==> src/rtl/ddr3_mon_pkg.sv <==
// Shared constants for the DDR3 command monitor: command/error encodings,
// geometry and default timing values.
package ddr3_mon_pkg;

   localparam int unsigned NumBanks = 8;
   localparam int unsigned BankW    = 3;
   localparam int unsigned RowW     = 13;
   localparam int unsigned CntW     = 8;

   localparam int unsigned DefTrcd  = 6;
   localparam int unsigned DefTrp   = 6;
   localparam int unsigned DefTrfc  = 44;

   // Command code is the raw {rasn, casn, wen} pin pattern.
   typedef enum logic [2:0] {
      CmdMrs = 3'd0,
      CmdRef = 3'd1,
      CmdPre = 3'd2,
      CmdAct = 3'd3,
      CmdWr  = 3'd4,
      CmdRd  = 3'd5,
      CmdZq  = 3'd6,
      CmdNop = 3'd7
   } cmd_e;

   typedef enum logic [2:0] {
      ErrNone    = 3'd0,
      ErrActOpen = 3'd1,
      ErrClosed  = 3'd2,
      ErrTrcd    = 3'd3,
      ErrTrp     = 3'd4,
      ErrRefOpen = 3'd5,
      ErrTrfc    = 3'd6
   } err_e;

   typedef enum logic {
      StIdle = 1'b0,
      StOpen = 1'b1
   } bank_state_e;

   // Down-counter step that sticks at zero.
   function automatic logic [CntW-1:0] cnt_next(input logic [CntW-1:0] cnt);
      return (cnt == '0) ? '0 : cnt - CntW'(1);
   endfunction

endpackage

==> src/rtl/ddr3_bank_tracker.sv <==
// Tracks one bank: open/idle state, the active row and the tRCD/tRP timers.
module ddr3_bank_tracker
   import ddr3_mon_pkg::*;
#(
   parameter int unsigned TRCD = DefTrcd,
   parameter int unsigned TRP  = DefTrp
) (
   input  logic            clk,
   input  logic            rst,
   input  logic            hit_i,     // decoded command applies to this bank
   input  cmd_e            cmd_i,
   input  logic            a10_i,
   input  logic [RowW-1:0] row_i,
   output logic            open_o,
   output logic [RowW-1:0] row_o,
   output logic            trcd_busy_o,
   output logic            trp_busy_o
);

   bank_state_e     state_q, state_d;
   logic [RowW-1:0] row_q, row_d;
   logic [CntW-1:0] trcd_q, trcd_d;
   logic [CntW-1:0] trp_q, trp_d;

   // State register with synchronous reset.
   always_ff @(posedge clk) begin
      if (rst) begin
         state_q <= StIdle;
         row_q   <= '0;
         trcd_q  <= '0;
         trp_q   <= '0;
      end else begin
         state_q <= state_d;
         row_q   <= row_d;
         trcd_q  <= trcd_d;
         trp_q   <= trp_d;
      end
   end

   // Next state: timers free-run down, commands reload them and move the FSM.
   always_comb begin
      state_d = state_q;
      row_d   = row_q;
      trcd_d  = cnt_next(trcd_q);
      trp_d   = cnt_next(trp_q);
      if (hit_i) begin
         unique case (cmd_i)
            CmdAct: begin
               state_d = StOpen;
               row_d   = row_i;
               trcd_d  = CntW'(TRCD - 1);
            end
            CmdPre: begin
               state_d = StIdle;
               row_d   = '0;
               trp_d   = CntW'(TRP - 1);
            end
            CmdRd, CmdWr: begin
               // Auto-precharge only acts on a bank that is actually open.
               if (a10_i && (state_q == StOpen)) begin
                  state_d = StIdle;
                  row_d   = '0;
                  trp_d   = CntW'(TRP - 1);
               end
            end
            default: ;
         endcase
      end
   end

   assign open_o      = (state_q == StOpen);
   assign row_o       = row_q;
   assign trcd_busy_o = (trcd_q != '0);
   assign trp_busy_o  = (trp_q != '0);

endmodule

==> src/rtl/ddr3_cmd_monitor.sv <==
// Passive DDR3 command-bus monitor: decodes commands, tracks per-bank state and
// flags protocol/timing violations.
module ddr3_cmd_monitor
   import ddr3_mon_pkg::*;
#(
   parameter int unsigned TRCD = DefTrcd,
   parameter int unsigned TRP  = DefTrp,
   parameter int unsigned TRFC = DefTrfc
) (
   input  logic         clk,
   input  logic         rst,
   input  logic         ddr3_cke,
   input  logic         ddr3_csn,
   input  logic         ddr3_rasn,
   input  logic         ddr3_casn,
   input  logic         ddr3_wen,
   input  logic [2:0]   ddr3_ba,
   input  logic [12:0]  ddr3_a,
   output logic         cmd_valid,
   output logic [2:0]   cmd_code,
   output logic [2:0]   cmd_bank,
   output logic [12:0]  cmd_addr,
   output logic [7:0]   bank_open,
   output logic [103:0] open_row,
   output logic         err_valid,
   output logic [2:0]   err_code,
   output logic [15:0]  err_count
);

   cmd_e                cmd;
   logic                issue;
   err_e                err;
   logic [NumBanks-1:0] hit;
   logic [NumBanks-1:0] trcd_busy;
   logic [NumBanks-1:0] trp_busy;

   logic            cmd_valid_q, cmd_valid_d;
   logic [2:0]      cmd_code_q, cmd_code_d;
   logic [2:0]      cmd_bank_q, cmd_bank_d;
   logic [12:0]     cmd_addr_q, cmd_addr_d;
   logic            err_valid_q, err_valid_d;
   logic [2:0]      err_code_q, err_code_d;
   logic [15:0]     err_count_q, err_count_d;
   logic [CntW-1:0] trfc_q, trfc_d;

   assign cmd   = cmd_e'({ddr3_rasn, ddr3_casn, ddr3_wen});
   assign issue = ddr3_cke && !ddr3_csn && (cmd != CmdNop);

   for (genvar i = 0; i < NumBanks; i++) begin : g_bank
      assign hit[i] = issue && ((ddr3_ba == 3'(i)) || ((cmd == CmdPre) && ddr3_a[10]));

      ddr3_bank_tracker #(
         .TRCD (TRCD),
         .TRP  (TRP)
      ) u_tracker (
         .clk         (clk),
         .rst         (rst),
         .hit_i       (hit[i]),
         .cmd_i       (cmd),
         .a10_i       (ddr3_a[10]),
         .row_i       (ddr3_a),
         .open_o      (bank_open[i]),
         .row_o       (open_row[i*RowW +: RowW]),
         .trcd_busy_o (trcd_busy[i]),
         .trp_busy_o  (trp_busy[i])
      );
   end

   // Output and tRFC registers with synchronous reset.
   always_ff @(posedge clk) begin
      if (rst) begin
         cmd_valid_q <= 1'b0;
         cmd_code_q  <= CmdNop;
         cmd_bank_q  <= '0;
         cmd_addr_q  <= '0;
         err_valid_q <= 1'b0;
         err_code_q  <= ErrNone;
         err_count_q <= '0;
         trfc_q      <= '0;
      end else begin
         cmd_valid_q <= cmd_valid_d;
         cmd_code_q  <= cmd_code_d;
         cmd_bank_q  <= cmd_bank_d;
         cmd_addr_q  <= cmd_addr_d;
         err_valid_q <= err_valid_d;
         err_code_q  <= err_code_d;
         err_count_q <= err_count_d;
         trfc_q      <= trfc_d;
      end
   end

   // Error classification against pre-edge state, highest priority first.
   always_comb begin
      err = ErrNone;
      if (issue) begin
         if (trfc_q != '0) begin
            err = ErrTrfc;
         end else if ((cmd == CmdAct) && bank_open[ddr3_ba]) begin
            err = ErrActOpen;
         end else if ((cmd == CmdAct) && trp_busy[ddr3_ba]) begin
            err = ErrTrp;
         end else if ((cmd == CmdRef) && (bank_open != '0)) begin
            err = ErrRefOpen;
         end else if (((cmd == CmdRd) || (cmd == CmdWr)) && !bank_open[ddr3_ba]) begin
            err = ErrClosed;
         end else if (((cmd == CmdRd) || (cmd == CmdWr)) && trcd_busy[ddr3_ba]) begin
            err = ErrTrcd;
         end
      end
   end

   // Next-state for the registered command/error outputs and the tRFC timer.
   always_comb begin
      cmd_valid_d = issue;
      cmd_code_d  = cmd_code_q;
      cmd_bank_d  = cmd_bank_q;
      cmd_addr_d  = cmd_addr_q;
      if (issue) begin
         cmd_code_d = cmd;
         cmd_bank_d = ddr3_ba;
         cmd_addr_d = ddr3_a;
      end
      err_valid_d = (err != ErrNone);
      err_code_d  = err;
      err_count_d = err_count_q;
      if (err_valid_d && (err_count_q != 16'hFFFF)) begin
         err_count_d = err_count_q + 16'd1;
      end
      trfc_d = (issue && (cmd == CmdRef)) ? CntW'(TRFC - 1) : cnt_next(trfc_q);
   end

   assign cmd_valid = cmd_valid_q;
   assign cmd_code  = cmd_code_q;
   assign cmd_bank  = cmd_bank_q;
   assign cmd_addr  = cmd_addr_q;
   assign err_valid = err_valid_q;
   assign err_code  = err_code_q;
   assign err_count = err_count_q;

endmodule

==> config.mk <==
export PLATFORM = sky130hd
export DESIGN_NAME = ddr3_cmd_monitor
export DESIGN_NICKNAME = d
export VERILOG_FILES = /design/src/rtl/ddr3_mon_pkg.sv /design/src/rtl/ddr3_bank_tracker.sv /design/src/rtl/ddr3_cmd_monitor.sv
export SDC_FILE = /design/constraint.sdc
export NUM_CORES = 1
export LEC_CHECK = 0
export CORE_ASPECT_RATIO = 0.5
export CORE_MARGIN = 1.5
export CORE_UTILIZATION = 59
export CTS_BUF_LIST = sky130_fd_sc_hd__clkbuf_8
export DETAILED_ROUTE_END_ITERATION = 12
export DONT_BUFFER_PORTS = 1
export PLACE_DENSITY = 0.89
export SETUP_SLACK_MARGIN = 0.15
export SYNTH_ARGS = -nofsm -noshare
export SYNTH_HDL_FRONTEND = slang
export SYNTH_SLANG_ARGS = --single-unit
==> constraint.sdc <==
create_clock -name clk -period 3.1 [get_ports clk]
set_clock_uncertainty 0.05 [all_clocks]
set_input_delay 0.775 -clock clk [delete_from_list [all_inputs] [get_ports clk]]
set_output_delay 0.775 -clock clk [all_outputs]
set_load 0.02 [all_outputs]
==> impl_metrics.env, run 1 <==
export IMPL_p_total_mw=12.2
export IMPL_track_usage_pct=27.8
export IMPL_initial_core_util_pct=61.4
export IMPL_drc=0
export IMPL_synthSimpleGateAreaFrac_pct=21.8
export IMPL_synth_area_mux_share_pct=9.31
export IMPL_max_stage_delay_ns=0.40
export IMPL_avgSynthCellArea_um2=8.94
export IMPL_port_buffers=0
export IMPL_cts_htree_levels=2
export IMPL_vias=9623
export IMPL_coreArea_um2=19900
export IMPL_synth_seq_cells=288
export IMPL_p_int_mw=7.76
export IMPL_layout_min_cycle_time_ns=2.88
export IMPL_crit_arrival_ns=3.25
export IMPL_synth_distinct_cells=61
export IMPL_gp_congestion=1.01
export IMPL_netSwitchingFraction_pct=36.4
export IMPL_ios=175
export IMPL_yosysSeqAreaShare_pct=47.3
export IMPL_async_flop_share_pct=0
export IMPL_slew_violations=0
export IMPL_synth_area_leaders="dfxtp_1, mux2i_1, nor2_1, xor2_1, nand2_1"
export IMPL_cp_num_buf_inv=1
export IMPL_cts_tree="built"
export IMPL_critical_path_required_ns=3.47
export IMPL_worstPathCellList="nor4_1, nand3_1, a221oi_1, a41oi_2, nor4_4, buf_12, nand4b_1, mux2_1"
export IMPL_cts_hold_buf=0
export IMPL_die_w_um=206
export IMPL_cp_top_family="simple AND/OR/NAND/NOR gates"
export IMPL_synth_xor_area_share_pct=7.32
export IMPL_synthAdderAreaFrac_pct=3.59
export IMPL_antenna_cells=0
export IMPL_ir_drop_mv=0.424
export IMPL_yosys_cell_count_top_type="dfxtp_1"
export IMPL_fmax_mhz=347
export IMPL_pwr_share_comb_pct=33.6
export IMPL_hold_viol=0
export IMPL_synth_edf_count=0
export IMPL_worst_pin_slew_ns=1.23
export IMPL_netlist_instances=1364
export IMPL_syn_num_nets=1422
export IMPL_finalCritPeriodShare_pct=92.9
export IMPL_drive_gt1_share_pct=8.03
export IMPL_clkLatencyLatePin_ns=0.56
export IMPL_worstSetupEndpointType="flip-flop"
export IMPL_rsz0062_at_grt="no"
export IMPL_std_cell_rows=36
export IMPL_start_kind="flip-flop"
export IMPL_final_cell_count_no_fill=1649
export IMPL_grt_antenna_before_repair=0
export IMPL_status="completed"
export IMPL_hp_class="in2reg"
export IMPL_ys_top_cells_by_count="dfxtp_1, nor2_1, nand2_1"
export IMPL_synth_compound_area_share_pct=6.76
export IMPL_seq_power_share_pct=42.6
export IMPL_vias_per_cell=5.84
export IMPL_cts_root_buf="clkbuf_8"
export IMPL_relSlewSlack_pct=17.8
export IMPL_finalSetupViolCount=0
export IMPL_ys_warn_count=0
export IMPL_crit_type="reg2reg"
export IMPL_syn_area_um2=12200
export IMPL_clk_pin_slew_ns=0.08
export IMPL_switchingPower_mw=4.45
export IMPL_synth_top_family_by_area="simple AND/OR/NAND/NOR gates"
export IMPL_first_pass_iters=7
export IMPL_worst_path_max_fanout=31
export IMPL_hpwl_mm=21.0
export IMPL_syn_to_final_growth_pct=8.60
export IMPL_numCtsBuffers=39
export IMPL_synth_top_area_share_pct=47.3
export IMPL_totalWireLength_mm=30.2
export IMPL_overflow=0
export IMPL_grt_pass1_wl_mm=48.0
export IMPL_wire_per_inst_um=18.3
export IMPL_nets=1412
export IMPL_dieArea_um2=21600
export IMPL_drtIter0Drc=673
export IMPL_tns_ns=0
export IMPL_yosys_area_top_type="dfxtp_1"
export IMPL_placedCellCount=1579
export IMPL_die_h_um=105
export IMPL_maxCapViolations=0
export IMPL_critical_path_slowest_cell="nor4_1"
export IMPL_p_clk_share_pct=23.8
export IMPL_synthFlopType="dfxtp_1"
export IMPL_power_leakage_nw=5.46
export IMPL_ant_nets=0
export IMPL_p_per_area_nw_per_um2=922
export IMPL_first_global_vias=9648
export IMPL_grt_max_degree=169
export IMPL_clk_path_buf_depth=3
export IMPL_postCtsSetupBuffers=0
export IMPL_cts_sinks=288
cells by family after synthesis:
family | count (synthesis)
simple gates | 582
xor+xnor | 102
buf+inv | 113
flops | 288
fa+ha+maj | 35
mux | 110
compound gates | 134
stage by stage:
step | cell area, um^2 | hold slack, ns | setup slack [ns] | util [%]
global route | 13300 | 0.242 | 0.160 | 66.7
global placement | 12400 | 0.405 | 0.227 | 62.6
finish | 13300 | 0.261 | 0.221 | 66.7
CTS | 13200 | 0.269 | 0.268 | 66.5
floorplan | 12200 | 0.386 | 0.183 | -
detailed placement | 12400 | 0.416 | 0.117 | 62.6
layer usage:
layer	wire (um)	share of wire, %	GRT usage (%)
met1	12400	41	33.7
met3	2890	9.6	8.89
met5	0	0	0
met2	13700	45	45.3
met4	1190	3.9	12.3
worst paths after layout:
| check | startpoint | slack [ns] | end | cells past startpoint |
|---|---|---|---|---|
| hold reg to reg | g_bank[7].u_tracker.trcd_q[0] | 0.43 | g_bank[7].u_tracker.trcd_q[0] | 1 |
| setup / recovery | g_bank[3].u_tracker.trp_q[4] | 0.22 | err_count[15] | 8 |
| hold / removal | rst | 0.26 | err_count[0] | 1 |
| setup reg to reg | g_bank[3].u_tracker.trp_q[4] | 0.22 | err_count[15] | 8 |
cell type report:
class / instances / area, um^2
fillers: 1377 / 6610
multi-input cells: 963 / 6020
flip-flops and latches: 288 / 5770
clock buffers: 50 / 688
well taps: 266 / 333
repair buffers: 20 / 188
inverters: 42 / 158
clock inverters: 20 / 100
flip-flops by register name (all words and copies together) (netlist names):
name	count
cmd_bank	3
g_bank.u_tracker.trcd_q	64
cmd_addr	13
cmd_code	3
err_count	16
g_bank.u_tracker.trp_q	64
trfc_q	8
err_code	3
g_bank.u_tracker.row_o	104
err_valid	1
cmd_valid	1
g_bank.u_tracker.open_o	8
power by group through the flow:
stage	Combinational, mW	Clock (mW)	Sequential [mW]
6_report	4.11	2.91	5.20
5_1_grt	4.62	3.11	5.29
4_1_cts	4.07	2.92	5.17
3_5_place_dp	4.02	0	5.23
3_3_place_gp	3.74	0	5.17
2_1_floorplan	3.33	0	5.08
layout by cell type (no fill, tap or decap), drive strengths merged, types with 6 or more instances in the layout:
master and count:
nor2 275, nor2b 9, and2 18, mux2i 106, buf 20, nor4 23, and3 8, a21o 8
nor3 35, o21ai 20, nand4 10, xnor2 47, clkbuf 50, nand3 30, ha 35, inv 51
dfxtp 288, a21oi 56, nor3b 13, o22ai 12, o31ai 7, clkinv 10, or4 8, nor4b 6
xor2 55, nand2b 9, nand2 123
what timing repair did:
action,4_1_cts,5_1_grt
endpoints found under the hold margin,0,0
gates resized for setup,0,5
endpoints found under the setup margin,0,2
Note: power is estimated with default switching activity, not from simulation.
==> run 2, diff against run 1 <==
--- a/config.mk
+++ b/config.mk
@@ -11,7 +11,7 @@
 export CTS_BUF_LIST = sky130_fd_sc_hd__clkbuf_8
 export DETAILED_ROUTE_END_ITERATION = 12
 export DONT_BUFFER_PORTS = 1
-export PLACE_DENSITY = 0.89
+export PLACE_DENSITY = 0.86
 export SETUP_SLACK_MARGIN = 0.15
 export SYNTH_ARGS = -nofsm -noshare
 export SYNTH_HDL_FRONTEND = slang
==> run 2 against run 1 <==
Final cell count shrank 0.12%. Critical path depth stayed put. Die area unchanged. Design area about the same. Hold slack worse by 0.0037 ns. Sequential power hardly changed. Sequential share of layout area about the same. Combinational power up 1%. Flip-flop and latch count unchanged. First-iteration DRC count shrank 14%. Largest power group unchanged. Highest routed layer unchanged.
==> impl_metrics.env, run 2 (synthesized netlist as in run 1, its figures left out) <==
export IMPL_status="completed"
export IMPL_power_leakage_nw=5.46
export IMPL_first_global_vias=9714
export IMPL_maxCapViolations=0
export IMPL_crit_arrival_ns=3.21
export IMPL_drc=0
export IMPL_initial_core_util_pct=61.4
export IMPL_cts_tree="built"
export IMPL_worst_path_max_fanout=31
export IMPL_netSwitchingFraction_pct=36.4
export IMPL_vias_per_cell=5.86
export IMPL_clkLatencyLatePin_ns=0.56
export IMPL_placedCellCount=1582
export IMPL_cts_root_buf="clkbuf_8"
export IMPL_finalCritPeriodShare_pct=91.2
export IMPL_grt_pass1_wl_mm=48.3
export IMPL_final_cell_mix="dfxtp_1, nor2_1, nand2_1"
export IMPL_grt_antenna_before_repair=0
export IMPL_coreArea_um2=19900
export IMPL_regToRegSetupSlack_ns=0.27
export IMPL_std_cell_rows=36
export IMPL_pre_cts_slack_ns=0.132
export IMPL_dieArea_um2=21600
export IMPL_wire_per_inst_um=18.3
export IMPL_hpwl_mm=21.0
export IMPL_final_cell_count_no_fill=1647
export IMPL_critical_path_required_ns=3.49
export IMPL_endpoint="err_count[15]"
export IMPL_worst_pin_slew_ns=1.16
export IMPL_port_buffers=0
export IMPL_totalWireLength_mm=30.1
export IMPL_crit_type="reg2reg"
export IMPL_slew_violations=0
export IMPL_finalSetupViolCount=0
export IMPL_die_w_um=206
export IMPL_drive_gt1_share_pct=7.75
export IMPL_finalHoldWorstSlack_ns=0.257
export IMPL_p_int_mw=7.79
export IMPL_final_common_cell="dfxtp_1"
export IMPL_placed_area_um2=12500
export IMPL_nets=1417
export IMPL_p_total_mw=12.2
export IMPL_switchingPower_mw=4.45
export IMPL_worstReg2RegEnd="err_count[15]"
export IMPL_clk_pin_slew_ns=0.07
export IMPL_rsz0062_at_grt="no"
export IMPL_fin_util_pct=66.7
export IMPL_seq_power_share_pct=42.5
export IMPL_pwr_share_comb_pct=33.9
export IMPL_p_clk_share_pct=23.5
export IMPL_hp_class="in2reg"
export IMPL_relSlewSlack_pct=22.7
export IMPL_first_pass_iters=5
export IMPL_grt_max_degree=169
export IMPL_worstSetupEndpointType="flip-flop"
export IMPL_ir_drop_mv=0.463
export IMPL_largest_reg_flops=104
export IMPL_ios=175
export IMPL_worstReg2RegStart="g_bank[4].u_tracker.trcd_q[4]"
export IMPL_hold_viol=0
export IMPL_ant_nets=0
export IMPL_reg2reg_depth=8
export IMPL_cts_htree_levels=2
export IMPL_crit_start="g_bank[4].u_tracker.trcd_q[4]"
export IMPL_vias=9646
export IMPL_fmax_mhz=354
export IMPL_track_usage_pct=27.9
export IMPL_drtIter0Drc=582
export IMPL_final_area_um2=13200
export IMPL_layout_min_cycle_time_ns=2.83
export IMPL_p_per_area_nw_per_um2=924
export IMPL_die_h_um=105
export IMPL_gp_congestion=0.929
export IMPL_overflow=0
export IMPL_fin_ws_ns=0.273
export IMPL_clk_path_buf_depth=3
export IMPL_cts_sinks=288
export IMPL_start_kind="flip-flop"
export IMPL_syn_to_final_growth_pct=8.56
export IMPL_tns_ns=0
export IMPL_numCtsBuffers=40
export IMPL_antenna_cells=0
==> run 2: cell type report <==
| cell class | count | area, um^2 |
|---|---|---|
| Clock inverter | 16 | 111 |
| Fill cell | 1426 | 6620 |
| Clock buffer | 48 | 661 |
| Inverter | 42 | 158 |
| Tap cell | 266 | 333 |
| Timing Repair Buffer | 24 | 218 |
| Multi-Input combinational cell | 963 | 6000 |
| Sequential cell | 288 | 5770 |
==> run 2: metal layers <==
layer	vias up	track usage [%]	routed length, um
met5	-	0	0
met4	0	11.1	936
met3	76	8.20	2850
met2	399	47.3	14200
met1	4621	33.0	12100
li1	4550	-	-
==> run 2: repair_timing <==
| item | CTS | global route |
|---|---|---|
| endpoints found under the setup margin | 1 | 1 |
| hold buffers | 0 | 0 |
| pin swaps | 0 | 1 |
| setup buffers | 0 | 1 |
| hold endpoints to repair | 0 | 0 |
| gates resized for setup | 1 | 1 |
==> run 2: worst min path at each step <==
stage	startpoint	to	slack, ns	cells past startpoint
floorplan	g_bank[1].u_tracker.trcd_q[0]	g_bank[1].u_tracker.trcd_q[0]	0.39	1
global placement	g_bank[7].u_tracker.trcd_q[0]	g_bank[7].u_tracker.trcd_q[0]	0.40	1
detailed placement	g_bank[7].u_tracker.trcd_q[0]	g_bank[7].u_tracker.trcd_q[0]	0.42	1
CTS	rst	err_count[2]	0.24	1
global route	rst	err_count[2]	0.23	1
finish	rst	err_count[2]	0.26	1
==> run 2: power by group through the flow <==
stage / Combinational (mW) / Clock [mW] / Sequential, mW
after global routing: 4.65 / 3.07 / 5.29
after global placement: 3.74 / 0 / 5.18
after floorplan: 3.33 / 0 / 5.08
after detailed placement: 4.03 / 0 / 5.24
after CTS: 4.11 / 2.92 / 5.18
final: 4.15 / 2.88 / 5.21
==> run 2: worst max-delay path, cell delays in order, from the launching register on <==
cell	delay, ns
dfxtp_1	0.34
nor4_1	0.50
nand3_1	0.31
o22ai_1	0.26
o22ai_1	0.21
nor4_4	0.38
buf_12	0.22
nand4b_1	0.13
mux2_1	0.32
==> run 3, diff against run 2 <==
--- a/config.mk
+++ b/config.mk
@@ -9,6 +9,7 @@
 export CORE_MARGIN = 1.5
 export CORE_UTILIZATION = 59
 export CTS_BUF_LIST = sky130_fd_sc_hd__clkbuf_8
+export CTS_CLUSTER_DIAMETER = 40
 export DETAILED_ROUTE_END_ITERATION = 12
 export DONT_BUFFER_PORTS = 1
 export PLACE_DENSITY = 0.86
==> constraint.sdc (replaced) <==
create_clock -name clk -period 3.1 [get_ports clk]
set_clock_uncertainty 0.05 [all_clocks]
set_input_delay 0.31 -clock clk [delete_from_list [all_inputs] [get_ports clk]]
set_output_delay 0.31 -clock clk [all_outputs]
set_load 0.02 [all_outputs]
==> run 3 against run 2 <==
Maximum frequency decreased by 1.3%. Critical path depth up 1. Clock power increased by 4%. Register-to-register slack got worse by 0.04 ns. Total power rose by 2.1%. First-iteration DRC count rose by 51%. Worst setup slack got worse by 0.037 ns. Hold slack got worse by 0.25 ns. Core utilization increased by 1.8 points. Global-route usage is 2.2 points higher. Die area did not move. Critical path type unchanged.
==> impl_metrics.env, run 3 (synthesized netlist as in run 1, its figures left out) <==
export IMPL_die_h_um=105
export IMPL_rsz0062_at_grt="no"
export IMPL_met3_length_mm=3.50
export IMPL_initial_core_util_pct=61.4
export IMPL_reg2reg_depth=9
export IMPL_drive_gt1_share_pct=8.17
export IMPL_cts_htree_levels=2
export IMPL_min_from="ddr3_wen"
export IMPL_finalCritPeriodShare_pct=92.4
export IMPL_dr_max_layer_used="met4"
export IMPL_worst_pin_slew_ns=1.13
export IMPL_p_total_mw=12.5
export IMPL_p_clk_share_pct=23.9
export IMPL_die_w_um=206
export IMPL_clk_pin_slew_ns=0.07
export IMPL_pre_cts_slack_ns=0.317
export IMPL_first_pass_iters=8
export IMPL_worstSetupEndpointType="flip-flop"
export IMPL_layout_min_cycle_time_ns=2.86
export IMPL_final_cell_mix="dfxtp_1, nor2_1, nand2_1"
export IMPL_relSlewSlack_pct=24.9
export IMPL_crit_type="reg2reg"
export IMPL_cts_tree="built"
export IMPL_track_usage_pct=30.1
export IMPL_fin_ws_ns=0.236
export IMPL_netSwitchingFraction_pct=36.9
export IMPL_ios=175
export IMPL_holdPathEnd="g_bank[5].u_tracker.trcd_q[1]"
export IMPL_gp_congestion=0.943
export IMPL_worstReg2RegStart="g_bank[7].u_tracker.open_o"
export IMPL_cts_sinks=288
export IMPL_hold_viol=0
export IMPL_fillers=1375
export IMPL_slew_violations=0
export IMPL_grt_pass1_wl_mm=52.0
export IMPL_wl_met1_mm=12.6
export IMPL_p_per_area_nw_per_um2=918
export IMPL_antenna_cells=0
export IMPL_cts_root_buf="clkbuf_8"
export IMPL_wire_per_inst_um=19.3
export IMPL_vias=10100
export IMPL_grt_antenna_before_repair=0
export IMPL_overflow=0
export IMPL_crit_arrival_ns=3.28
export IMPL_drc=0
export IMPL_dieArea_um2=21600
export IMPL_switchingPower_mw=4.60
export IMPL_hold_depth=2
export IMPL_ant_nets=0
export IMPL_first_global_vias=10200
export IMPL_coreArea_um2=19900
export IMPL_syn_to_final_growth_pct=11.5
export IMPL_worstReg2RegEnd="err_count[4]"
export IMPL_vias_per_cell=5.97
export IMPL_hpwl_mm=21.5
export IMPL_grt_max_degree=149
export IMPL_status="completed"
export IMPL_power_leakage_nw=5.66
export IMPL_fmax_mhz=349
export IMPL_start_kind="flip-flop"
export IMPL_hp_class="in2reg"
export IMPL_ir_drop_mv=0.601
export IMPL_largest_reg_flops=104
export IMPL_pwr_share_comb_pct=34.5
export IMPL_std_cell_rows=36
export IMPL_regToRegSetupSlack_ns=0.24
export IMPL_p_int_mw=7.89
export IMPL_critical_path_required_ns=3.52
export IMPL_final_common_cell="dfxtp_1"
export IMPL_drtIter0Drc=881
export IMPL_seq_power_share_pct=41.6
export IMPL_clk_path_buf_depth=3
export IMPL_met2WireLength_mm=15.1
export IMPL_worst_path_max_fanout=20
export IMPL_maxCapViolations=0
export IMPL_finalSetupViolCount=0
export IMPL_totalWireLength_mm=32.6
export IMPL_clkLatencyLatePin_ns=0.56
export IMPL_numCtsBuffers=39
export IMPL_nets=1450
export IMPL_tns_ns=0
export IMPL_port_buffers=0
run 3: changes by cell type in the layout (fill, tap and decap cells not counted), moves of 2 or more:
| cell | before | now |
|---|---|---|
| buf_12 | 3 | 0 |
| buf_4 | 21 | 25 |
| dfxtp_1 | 288 | 286 |
| dfxtp_2 | 0 | 2 |
| dlygate4sd3_1 | 0 | 32 |
| inv_6 | 1 | 3 |
| nor4_2 | 2 | 4 |
run 3: final cells by class:
type,instances,area [um^2],area share [%]
Clock buffer,49,674,4.96
Clock inverter,19,124,0.911
Inverter,42,158,1.16
Multi-Input combinational cell,963,6010,44.2
Sequential cell,288,5770,42.4
Tap cell,266,333,2.45
Timing Repair Buffer,58,536,3.94
run 3: stage by stage:
stage / instance area (um^2) / instances / utilization (%) / hold slack [ns]
after global routing: 13600 / 1685 / 68.5 / 0.0105
after detailed placement: 12400 / 1582 / 62.4 / 0.357
after CTS: 13500 / 1683 / 68.2 / 0.00362
after floorplan: 12200 / 1364 / - / 0.384
after global placement: 12400 / 1582 / 62.4 / 0.358
final: 13600 / 1685 / 68.5 / 0.0114
run 3: critical path, cell delays in order, from the launching register on:
cell and delay, ns:
dfxtp_1 0.41, mux4_2 0.54, mux2i_4 0.22, a31oi_1 0.13, a41oi_2 0.29, nor4_4 0.09
buf_4 0.18, buf_4 0.19, or4_1 0.51, a21oi_1 0.18
run 3: what timing repair did:
item                                   in CTS  in global routing
setup endpoints to repair                   0                 17
buffers inserted                            0                  2
resized for setup                           0                  8
endpoints found under the hold margin     168                  0
hold buffers                               33                  0
run 3: power groups by stage:
| stage | Sequential, mW | Combinational [mW] | Clock [mW] |
|---|---|---|---|
| 4_1_cts | 5.17 | 4.19 | 3.01 |
| 3_5_place_dp | 5.23 | 4.02 | 0 |
| 3_3_place_gp | 5.17 | 3.74 | 0 |
| 6_report | 5.20 | 4.30 | 2.99 |
| 5_1_grt | 5.29 | 4.81 | 3.19 |
| 2_1_floorplan | 5.08 | 3.32 | 0 |
run 3: worst max-delay path by stage:
| stage | start | end | slack, ns | depth (start not counted) |
|---|---|---|---|---|
| finish | g_bank[7].u_tracker.open_o | err_count[4] | 0.24 | 9 |
| global route | g_bank[3].u_tracker.open_o | err_count[4] | 0.15 | 9 |
| CTS | g_bank[3].u_tracker.trp_q[4] | err_count[4] | 0.28 | 8 |
| detailed placement | g_bank[7].u_tracker.trp_q[4] | err_count[4] | 0.32 | 8 |
| global placement | trfc_q[5] | err_count[15] | 0.47 | 6 |
| floorplan | trfc_q[5] | err_count[15] | 0.48 | 7 |
run 3: layer usage:
metal	vias to the layer above	global-route usage (%)
met3	143	11.0
li1	4619	-
met4	0	13.6
met2	513	49.4
met5	-	0
met1	4780	35.0
